<file path="config.mk">
export PLATFORM = sky130hd
export DESIGN_NAME = scan_master
export DESIGN_NICKNAME = d
export VERILOG_FILES = /design/src/rtl/scan_pkg.sv /design/src/rtl/scan_phase_timer.sv /design/src/rtl/scan_master.sv
export SDC_FILE = /design/constraint.sdc
export NUM_CORES = 1
export LEC_CHECK = 0
export CELL_PAD_IN_SITES_DETAIL_PLACEMENT = 0
export CELL_PAD_IN_SITES_GLOBAL_PLACEMENT = 1
export CORE_UTILIZATION = 37
export CTS_CLUSTER_DIAMETER = 100
export DETAILED_ROUTE_END_ITERATION = 8
export HOLD_SLACK_MARGIN = 0.1
export PLACE_DENSITY = 0.88
export SKIP_CTS_REPAIR_TIMING = 1
export SLEW_MARGIN = 10
export SYNTH_ARGS = -nofsm -noshare
export SYNTH_HDL_FRONTEND = slang
export SYNTH_SLANG_ARGS = --single-unit
</file>
<file path="constraint.sdc">
create_clock -name CLK -period 2.5 [get_ports CLK]
set_clock_uncertainty 0.05 [all_clocks]
set_input_delay 0.375 -clock CLK [delete_from_list [all_inputs] [get_ports CLK]]
set_output_delay 0.375 -clock CLK [all_outputs]
set_load 0.05 [all_outputs]
</file>
<file path="src/rtl/scan_pkg.sv">
// Shared types and constants for the two-phase scan-chain master and its bench.
// Holds the FSM state encoding, default geometry, and the per-bit cycle-cost helper.
package scan_pkg;

    typedef enum logic [3:0] {
        S_IDLE,
        S_CAP_PHI,
        S_CAP_G1,
        S_CAP_PHIB,
        S_CAP_G2,
        S_SETUP,
        S_SH_PHI,
        S_SH_G1,
        S_SH_PHIB,
        S_TAIL,
        S_LD,
        S_LD_G,
        S_FIN
    } scan_state_e;

    localparam int DEF_CHAIN_LEN = 40;
    localparam int DEF_PH_CYC    = 2;
    localparam int DEF_GAP_CYC   = 1;

    // One shifted bit (or the capture cycle) costs two clock phases and two gaps.
    function automatic int bit_cycles(input int ph_cyc, input int gap_cyc);
        return 2 * ph_cyc + 2 * gap_cyc;
    endfunction

endpackage

</file>
<file path="src/rtl/scan_phase_timer.sv">
// Loadable down-counter that sets how long the scan FSM dwells in each state.
// Expired is high while the count sits at zero, i.e. on the last cycle of a dwell.
module scan_phase_timer #(
    parameter int WIDTH = 2
) (
    input  logic             clk,
    input  logic             srst,
    input  logic             load,
    input  logic [WIDTH-1:0] load_val,
    output logic             expired
);

    logic [WIDTH-1:0] count_reg;

    always_ff @(posedge clk) begin
        if (srst) begin
            count_reg <= '0;
        end else if (load) begin
            count_reg <= load_val;
        end else if (count_reg != '0) begin
            count_reg <= count_reg - 1'b1;
        end
    end

    assign expired = (count_reg == '0);

endmodule

</file>
<file path="src/rtl/scan_master.sv">
// Two-phase scan-chain initiator: non-overlapping phi/phib/load, serial shift in/out.
// Optional readback compare against the previously written word: SCAN_MASTER_VERIFY_EN.
module scan_master
    import scan_pkg::*;
#(
    parameter int CHAIN_LEN = DEF_CHAIN_LEN,
    parameter int PH_CYC    = DEF_PH_CYC,
    parameter int GAP_CYC   = DEF_GAP_CYC
) (
    input  logic                 CLK,
    input  logic                 RESET,
    input  logic                 START,
    input  logic                 CAPTURE,
    input  logic                 DO_LOAD,
    input  logic [CHAIN_LEN-1:0] WR_DATA,
    output logic [CHAIN_LEN-1:0] RD_DATA,
    output logic                 BUSY,
    output logic                 DONE,
    output logic                 phi,
    output logic                 phib,
    output logic                 scan_i0o1,
    output logic                 load,
    output logic                 scan_in,
    input  logic                 scan_out
`ifdef SCAN_MASTER_VERIFY_EN
    ,
    output logic                 MISMATCH
`endif
);

    localparam int DWELL_MAX = (PH_CYC > GAP_CYC) ? PH_CYC : GAP_CYC;
    localparam int TW        = $clog2(DWELL_MAX + 1);
    localparam int CW        = (CHAIN_LEN > 1) ? $clog2(CHAIN_LEN) : 1;

    scan_state_e          state_reg, state_next;
    logic                 tmr_load, tmr_exp;
    logic [TW-1:0]        tmr_val;
    logic [CHAIN_LEN-1:0] sr_reg, sr_next;
    logic [CHAIN_LEN-1:0] rd_data_reg;
    logic [CW-1:0]        bit_cnt_reg;
    logic                 sample_reg;
    logic                 capture_reg, do_load_reg;
    logic                 busy_reg, done_reg;
    logic                 phi_reg, phib_reg, load_reg;
    logic                 scan_i0o1_reg, scan_in_reg;

    scan_phase_timer #(
        .WIDTH(TW)
    ) u_timer (
        .clk     (CLK),
        .srst    (RESET),
        .load    (tmr_load),
        .load_val(tmr_val),
        .expired (tmr_exp)
    );

    always_comb begin
        state_next = state_reg;
        sr_next    = sr_reg;
        case (state_reg)
            S_IDLE: begin
                if (START) begin
                    state_next = CAPTURE ? S_CAP_PHI : S_SETUP;
                    sr_next    = WR_DATA;
                end
            end
            S_CAP_PHI:  if (tmr_exp) state_next = S_CAP_G1;
            S_CAP_G1:   if (tmr_exp) state_next = S_CAP_PHIB;
            S_CAP_PHIB: if (tmr_exp) state_next = S_CAP_G2;
            S_CAP_G2:   if (tmr_exp) state_next = S_SETUP;
            S_SETUP:    if (tmr_exp) state_next = S_SH_PHI;
            S_SH_PHI:   if (tmr_exp) state_next = S_SH_G1;
            S_SH_G1:    if (tmr_exp) state_next = S_SH_PHIB;
            S_SH_PHIB: begin
                if (tmr_exp) begin
                    sr_next    = {sr_reg[CHAIN_LEN-2:0], sample_reg};
                    state_next = (bit_cnt_reg == CW'(CHAIN_LEN - 1)) ? S_TAIL : S_SETUP;
                end
            end
            S_TAIL:     if (tmr_exp) state_next = do_load_reg ? S_LD : S_FIN;
            S_LD:       if (tmr_exp) state_next = S_LD_G;
            S_LD_G:     if (tmr_exp) state_next = S_FIN;
            S_FIN:      state_next = S_IDLE;
            default:    state_next = S_IDLE;
        endcase

        // Every state change reloads the dwell timer for the state being entered.
        tmr_load = (state_next != state_reg);
        case (state_next)
            S_CAP_PHI, S_CAP_PHIB, S_SH_PHI, S_SH_PHIB, S_LD: tmr_val = TW'(PH_CYC - 1);
            default:                                         tmr_val = TW'(GAP_CYC - 1);
        endcase
    end

    always_ff @(posedge CLK) begin
        if (RESET) begin
            state_reg     <= S_IDLE;
            sr_reg        <= '0;
            rd_data_reg   <= '0;
            bit_cnt_reg   <= '0;
            sample_reg    <= 1'b0;
            capture_reg   <= 1'b0;
            do_load_reg   <= 1'b0;
            busy_reg      <= 1'b0;
            done_reg      <= 1'b0;
            phi_reg       <= 1'b0;
            phib_reg      <= 1'b0;
            load_reg      <= 1'b0;
            scan_i0o1_reg <= 1'b0;
            scan_in_reg   <= 1'b0;
        end else begin
            state_reg <= state_next;
            sr_reg    <= sr_next;
            if (state_reg == S_IDLE && START) begin
                capture_reg <= CAPTURE;
                do_load_reg <= DO_LOAD;
                bit_cnt_reg <= '0;
            end
            if (state_reg == S_SETUP && tmr_exp) begin
                sample_reg <= scan_out;
            end
            if (state_reg == S_SH_PHIB && tmr_exp) begin
                bit_cnt_reg <= bit_cnt_reg + 1'b1;
            end

            // Chain-facing outputs decode the upcoming state so they come straight from flops.
            phi_reg  <= (state_next == S_CAP_PHI) || (state_next == S_SH_PHI);
            phib_reg <= (state_next == S_CAP_PHIB) || (state_next == S_SH_PHIB);
            load_reg <= (state_next == S_LD);
            done_reg <= (state_next == S_FIN);
            busy_reg <= (state_next != S_IDLE) && (state_next != S_FIN);
            // Mode stays in shift through the load pulse and drops only once all clocks are idle.
            scan_i0o1_reg <= (state_next == S_SETUP) || (state_next == S_SH_PHI) ||
                             (state_next == S_SH_G1) || (state_next == S_SH_PHIB) ||
                             (state_next == S_TAIL)  || (state_next == S_LD) ||
                             (state_next == S_LD_G);
            if (state_next == S_SETUP && state_reg != S_SETUP) begin
                scan_in_reg <= sr_next[CHAIN_LEN-1];
            end else if (state_next == S_FIN) begin
                scan_in_reg <= 1'b0;
            end
            if (state_next == S_FIN) begin
                rd_data_reg <= sr_reg;
            end
        end
    end

`ifdef SCAN_MASTER_VERIFY_EN
    logic [CHAIN_LEN-1:0] prev_reg;
    logic                 mismatch_reg;

    always_ff @(posedge CLK) begin
        if (RESET) begin
            prev_reg     <= '0;
            mismatch_reg <= 1'b0;
        end else if (state_next == S_FIN) begin
            prev_reg     <= WR_DATA;
            mismatch_reg <= capture_reg ? 1'b0 : (sr_reg != prev_reg);
        end
    end

    assign MISMATCH = mismatch_reg;
`endif

    assign RD_DATA   = rd_data_reg;
    assign BUSY      = busy_reg;
    assign DONE      = done_reg;
    assign phi       = phi_reg;
    assign phib      = phib_reg;
    assign load      = load_reg;
    assign scan_i0o1 = scan_i0o1_reg;
    assign scan_in   = scan_in_reg;

endmodule

</file>
==> impl_metrics.env, run 1 <==
export IMPL_clock_tree_htree_level_count=3
export IMPL_final_net_count=537
export IMPL_total_leakage_power_nw=1.81
export IMPL_report_final_hold_viol_count=0
export IMPL_route_detailed_drc=0
export IMPL_die_w_microns=105
export IMPL_vias_in_the_first_global_route=3068
export IMPL_ys_top_cells_by_area="dfxtp_1 (51%), a22o_1 (8.9%), a22oi_1 (7.8%), a21oi_1 (6.6%), nand2_1 (4.6%)"
export IMPL_cts_tree="done"
export IMPL_drv_slew=0
export IMPL_layout_cell_share_with_drive_strength_beyond_1=0.101
export IMPL_post_drt_via_cell_ratio=5.12
export IMPL_worstPathMaxFanout=41
export IMPL_required_ns=2.75
export IMPL_filler_cell_count=970
export IMPL_final_instance_count_excl_fill=630
export IMPL_min_period_ns=2.29
export IMPL_p_per_area_mw_per_mm2=764
export IMPL_worstSetupEndpointType="flip-flop"
export IMPL_yosysSeqAreaShare=0.514
export IMPL_dpl_hpwl_mm=6.22
export IMPL_critPathKind="reg -> reg"
export IMPL_setup_tns_final_ns=0
export IMPL_post_place_cells=614
export IMPL_io_buffers=92
export IMPL_hold_path_cell_count=2
export IMPL_grt_setup_unrepaired="no"
export IMPL_ir_drop_mv=0.376
export IMPL_drt_pass1_iter_count=4
export IMPL_place_gp_congestion=0.888
export IMPL_syn_instance_count=406
export IMPL_synth_async_sr_flop_share=0
export IMPL_max_slew_margin_rel=0.640
export IMPL_tritoncts_buffers=9
export IMPL_drv_max_cap_violation_count=0
export IMPL_wl_per_cell_microns=14.6
export IMPL_worst_hold_path_endpoint="sr_reg[36]"
export IMPL_synth_distinct_cells=49
export IMPL_crit_path_start_kind="flip-flop"
export IMPL_synthFlopType="dfxtp_1"
export IMPL_syn_num_nets=454
export IMPL_outcome="finished clean"
export IMPL_starting_density_of_the_core=0.381
export IMPL_setup_reg_to_reg_worst_slack_ns=0.21
export IMPL_synth_top_cells_by_count="dfxtp_1 (101), a21oi_1 (52), nand2_1 (48)"
export IMPL_drt_iter0_drc=173
export IMPL_final_period_utilization=0.916
export IMPL_clockRootBuffer="clkbuf_8"
export IMPL_die_area_sq_mm=0.0110
export IMPL_cts_root_to_sink_buffers=2
export IMPL_synthesis_area_sq_mm=0.00393
export IMPL_timing_worst_slew_pin_value_ns=0.538
export IMPL_maxClockFrequency_mhz=437
export IMPL_worst_setup_path_startpoint="u_timer.count_reg[0]"
export IMPL_synthesized_flop_and_latch_total=101
export IMPL_clk_latency_worst_skew_pair_ns=0.37
export IMPL_global_route_usage_total=0.171
export IMPL_grt_overflow=0
export IMPL_setup_viol=0
export IMPL_synth_largest_area_cell="dfxtp_1"
export IMPL_syn_avg_cell_area_sq_um=9.69
export IMPL_length_in_cells_of_the_worst_reg_to_reg_path=9
export IMPL_wl_mm=9.20
export IMPL_r2r_start="u_timer.count_reg[0]"
export IMPL_route_vias_total=3228
export IMPL_critical_path_arrival_ns=2.54
export IMPL_core_box_area_sq_mm=0.0103
export IMPL_antenna_left=0
export IMPL_hold_path_startpoint="RESET"
export IMPL_synth_most_common_cell="dfxtp_1"
export IMPL_synth_edf_count=0
export IMPL_cts_num_sinks=101
export IMPL_fp_dieH_microns=105
export IMPL_holdCritPathClass="in -> reg"
export IMPL_yosysWarningCount=0
export IMPL_r2r_end="RD_DATA[35]"
export IMPL_grt_start_max_net_pins=46
export IMPL_initial_antenna_violation_count=0
export IMPL_fp_row_count=37
export IMPL_clk_transition_reported_paths_ns=0.10
export IMPL_signed_area_change_from_the_synthesized_netlist_to_the_final_layout_pct=30.6
export IMPL_top_cell_type_s_share_of_synthesized_area=0.514
export IMPL_num_antenna_cells=0
export IMPL_io_pin_count=93
export IMPL_wire_length_of_the_first_global_routing_pass_mm=15.1
[worst max-delay path: stages, from the launching register on]
cell and delay [ns]:
dfxtp_1 0.33, inv_1 0.06, ha_2 0.31, nand2_1 0.14
o31a_1 0.31, a31oi_4 0.16, nand2b_2 0.11, nor4_4 0.33
buf_12 0.25, a22o_1 0.16
[report_power, final]
group | internal, W | switching (W) | total (W)
sequential | 0.00176 | 0.000117 | 0.00187
combinational | 0.000447 | 0.000631 | 0.00108
clock | 0.000382 | 0.000592 | 0.000974
total | 0.00259 | 0.00134 | 0.00393
[routing by layer]
metal  share of wire  global-route usage
met5               0                   0
met3           0.042              0.0343
met1            0.47               0.227
met4           0.016              0.0634
met2            0.48               0.275
[logic make-up after synthesis]
family                   count (synthesis)  synth area share
adder cells (fa/ha/maj)                  2           0.00636
AND/OR/NAND/NOR                        108             0.135
XOR/XNOR                                 1           0.00223
multiplexers                             2           0.00572
flip-flops                             101             0.514
AO/OA/AOI/OAI                          151             0.275
buffers and inverters                   41            0.0620
[final cells by class]
class | instances | area (sq um) | area share
flip-flops and latches | 101 | 2020 | 0.393
multi-input cells | 264 | 1690 | 0.328
repair buffers | 107 | 1050 | 0.205
well taps | 136 | 170 | 0.0331
clock buffers | 10 | 128 | 0.0248
clock inverters | 6 | 55.1 | 0.0107
inverters | 6 | 22.5 | 0.00438
[layout by cell type (no fill, tap or decap), types with 2 or more instances in the layout]
master           count
a211oi_1             4
a21oi_1             52
a22o_1              40
a22oi_1             41
buf_12               2
buf_4               13
clkbuf_8             9
clkdlybuf4s50_1     91
clkinvlp_4           2
dfxtp_1            101
inv_1                5
inv_8                2
mux2_2               2
nand2_1             48
nand2b_1             5
nand3_1              8
nand4_1              2
nor2_1              18
nor3_1               6
nor3_2               2
nor4_1               2
o21bai_1             2
or3_1                3
[worst max-delay path by stage]
stage                  end  slack (ns)  depth (start not counted)
4_1_cts        RD_DATA[25]        0.06                          8
6_report       RD_DATA[35]        0.21                          9
5_1_grt        RD_DATA[35]        0.08                          9
2_1_floorplan      scan_in        0.40                          9
3_3_place_gp   RD_DATA[25]        0.19                          8
3_5_place_dp   RD_DATA[25]        0.09                          8
[per-stage QoR]
step | instance area (sq um) | setup WS [ns] | util | hold WS [ns] | total power (W)
floorplan | 3930 | 0.398 | - | 0.386 | 0.00264
global placement | 4950 | 0.189 | 0.479 | 0.396 | 0.00295
detailed placement | 4950 | 0.0877 | 0.479 | 0.403 | 0.00298
CTS | 5130 | 0.0582 | 0.497 | 0.365 | 0.00394
global route | 5140 | 0.0756 | 0.498 | 0.374 | 0.00415
finish | 5140 | 0.211 | 0.498 | 0.369 | 0.00393
Note: power is estimated with default switching activity, not from simulation.
==> inputs of run 2 (changes only) <==
Settings changed: SLEW_MARGIN 10 to not set, TNS_END_PERCENT set to 10.
==> results of run 2 <==
The final DEF is identical to that of run 1; final timing and power are the same.
==> inputs of run 3 (changes only) <==
Settings changed: CORE_ASPECT_RATIO set to 0.9, CORE_UTILIZATION 37 to 47, DONT_BUFFER_PORTS set to 1.
==> run 3 against run 2 <==
  * The run now ends with design-rule violations left
  * Sequential power increased by 5%
  * Die area decreased by 21%
  * Hold slack got worse by 0.26 ns
  * Count of clock-buffer cells in the layout unchanged
  * Via count decreased by 7.6%
  * Combinational power decreased by 18%
  * Register-to-register slack got worse by 0.06 ns
  * Clock power increased by 20%
  * Final area decreased by 17%
  * Largest power group unchanged
==> impl_metrics.env, run 3 (synthesis results as in run 1) <==
export IMPL_outcome="finished, violations left"
export IMPL_violations="design-rule violations"
export IMPL_timing_worst_slew_pin_value_ns=0.574
export IMPL_dpl_hpwl_mm=5.85
export IMPL_wire_length_of_the_first_global_routing_pass_mm=13.9
export IMPL_final_period_utilization=0.938
export IMPL_max_slew_margin_rel=0.617
export IMPL_cts_num_sinks=101
export IMPL_critical_path_max_stage_delay_ns=0.48
export IMPL_setup_tns_final_ns=0
export IMPL_num_antenna_cells=0
export IMPL_worstSetupEndpointType="flip-flop"
export IMPL_final_cell_mix="dfxtp_1 (100), a21oi_1 (52), nand2_1 (48), a22oi_1 (41), a22o_1 (40)"
export IMPL_ir_drop_mv=0.399
export IMPL_antenna_left=0
export IMPL_route_vias_total=2983
export IMPL_fp_row_count=31
export IMPL_die_w_microns=98.4
export IMPL_crit_path_start_kind="flip-flop"
export IMPL_p_per_area_mw_per_mm2=946
export IMPL_drt_iter0_drc=180
export IMPL_report_final_hold_viol_count=0
export IMPL_io_pin_count=93
export IMPL_fp_dieH_microns=88.8
export IMPL_final_net_count=448
export IMPL_cts_root_to_sink_buffers=2
export IMPL_critical_path_arrival_ns=2.55
export IMPL_clk_latency_worst_skew_pair_ns=0.36
export IMPL_global_route_usage_total=0.204
export IMPL_post_drt_via_cell_ratio=5.92
export IMPL_starting_density_of_the_core=0.488
export IMPL_critPathKind="reg -> reg"
export IMPL_cp_cell_sequence="inv_1 -> ha_1 -> buf_4 -> nand2_1 -> o32ai_1 -> or3_1 -> a21oi_4 -> buf_4 -> a22o_1"
export IMPL_total_leakage_power_nw=1.53
export IMPL_initial_antenna_violation_count=0
export IMPL_vias_in_the_first_global_route=2771
export IMPL_setup_viol=0
export IMPL_maxClockFrequency_mhz=426
export IMPL_drv_slew=0
export IMPL_drt_pass1_iter_count=9
export IMPL_grt_setup_unrepaired="no"
export IMPL_clockRootBuffer="clkbuf_8"
export IMPL_clock_tree_htree_level_count=3
export IMPL_layout_cell_share_with_drive_strength_beyond_1=0.126
export IMPL_signed_area_change_from_the_synthesized_netlist_to_the_final_layout_pct=7.82
export IMPL_wl_per_cell_microns=17.3
export IMPL_cell_area_placed_sq_mm=0.00397
export IMPL_tritoncts_buffers=9
export IMPL_route_detailed_drc=5
export IMPL_die_area_sq_mm=0.00874
export IMPL_most_common_cell_after_layout_fill_and_taps_aside="dfxtp_1"
export IMPL_stdcell_area_sq_mm=0.00424
export IMPL_crit_top_cell="buf_4"
export IMPL_wl_mm=8.73
export IMPL_core_box_area_sq_mm=0.00807
export IMPL_place_gp_congestion=0.889
export IMPL_cts_tree="done"
export IMPL_grt_overflow=0
export IMPL_io_buffers=0
export IMPL_required_ns=2.70
export IMPL_holdCritPathClass="in -> reg"
export IMPL_worstPathMaxFanout=23
export IMPL_grt_start_max_net_pins=62
export IMPL_drv_max_cap_violation_count=0
export IMPL_cpMaxStageDelayCell="o32ai_1"
export IMPL_clk_transition_reported_paths_ns=0.10
export IMPL_min_period_ns=2.35
-- run 3: cell count changes in the layout (fill, tap and decap cells not counted), sizes merged --
cell | previous run | this run
clkdlybuf4s50 | 91 | 0
bufinv | 0 | 2
clkinvlp | 2 | 0
buf | 16 | 17
clkinv | 1 | 2
dlygate4sd3 | 0 | 1
inv | 9 | 8
-- run 3: worst paths after layout --
check / startpoint / to / slack (ns) / cells past startpoint
setup reg to reg: u_timer.count_reg[0] / RD_DATA[34] / 0.15 / 9
hold reg to reg: do_load_reg / do_load_reg / 0.42 / 2
setup / recovery: u_timer.count_reg[0] / RD_DATA[34] / 0.15 / 9
hold / removal: scan_out / sample_reg / 0.11 / 2
-- run 3: power breakdown --
group          internal, W  switching, W  total (W)
logic             0.000354      0.000531   0.000886
clock network     0.000602      0.000569    0.00117
registers          0.00176      0.000200    0.00196
-- run 3: area by class of cell --
type,instances,area (sq um)
sequential,101,2020
inverter,6,22.5
multi-input combinational,264,1680
fill,733,3830
clock buffer,10,138
timing repair buffer,18,158
clock inverter,6,93.8
tap,99,124
-- run 3: per-stage QoR --
step | setup slack (ns) | cells | total power, W | hold slack, ns | util
6_report | 0.155 | 504 | 0.00401 | 0.105 | 0.526
5_1_grt | 0.0260 | 504 | 0.00424 | 0.102 | 0.526
4_1_cts | 0.161 | 502 | 0.00401 | 0.0123 | 0.520
3_5_place_dp | 0.194 | 486 | 0.00285 | 0.399 | 0.492
3_3_place_gp | 0.240 | 486 | 0.00283 | 0.396 | 0.492
2_1_floorplan | 0.398 | 406 | 0.00264 | 0.386 | -
-- run 3: critical path: cells and delay by family, from the launching register on --
family | cells | cell delay [ns]
AOI/OAI and AO/OA | 3 | 0.83
and+or+nand+nor | 2 | 0.43
buffers and inverters | 3 | 0.42
DFF | 1 | 0.34
adders and majority gates | 1 | 0.17
-- run 3: layer usage --
layer  share of wire  wire, microns  track usage
met4          0.0078             68       0.0611
met2            0.48           4180        0.331
met5               0              0            0
met3           0.067            584       0.0829
met1            0.45           3900        0.250
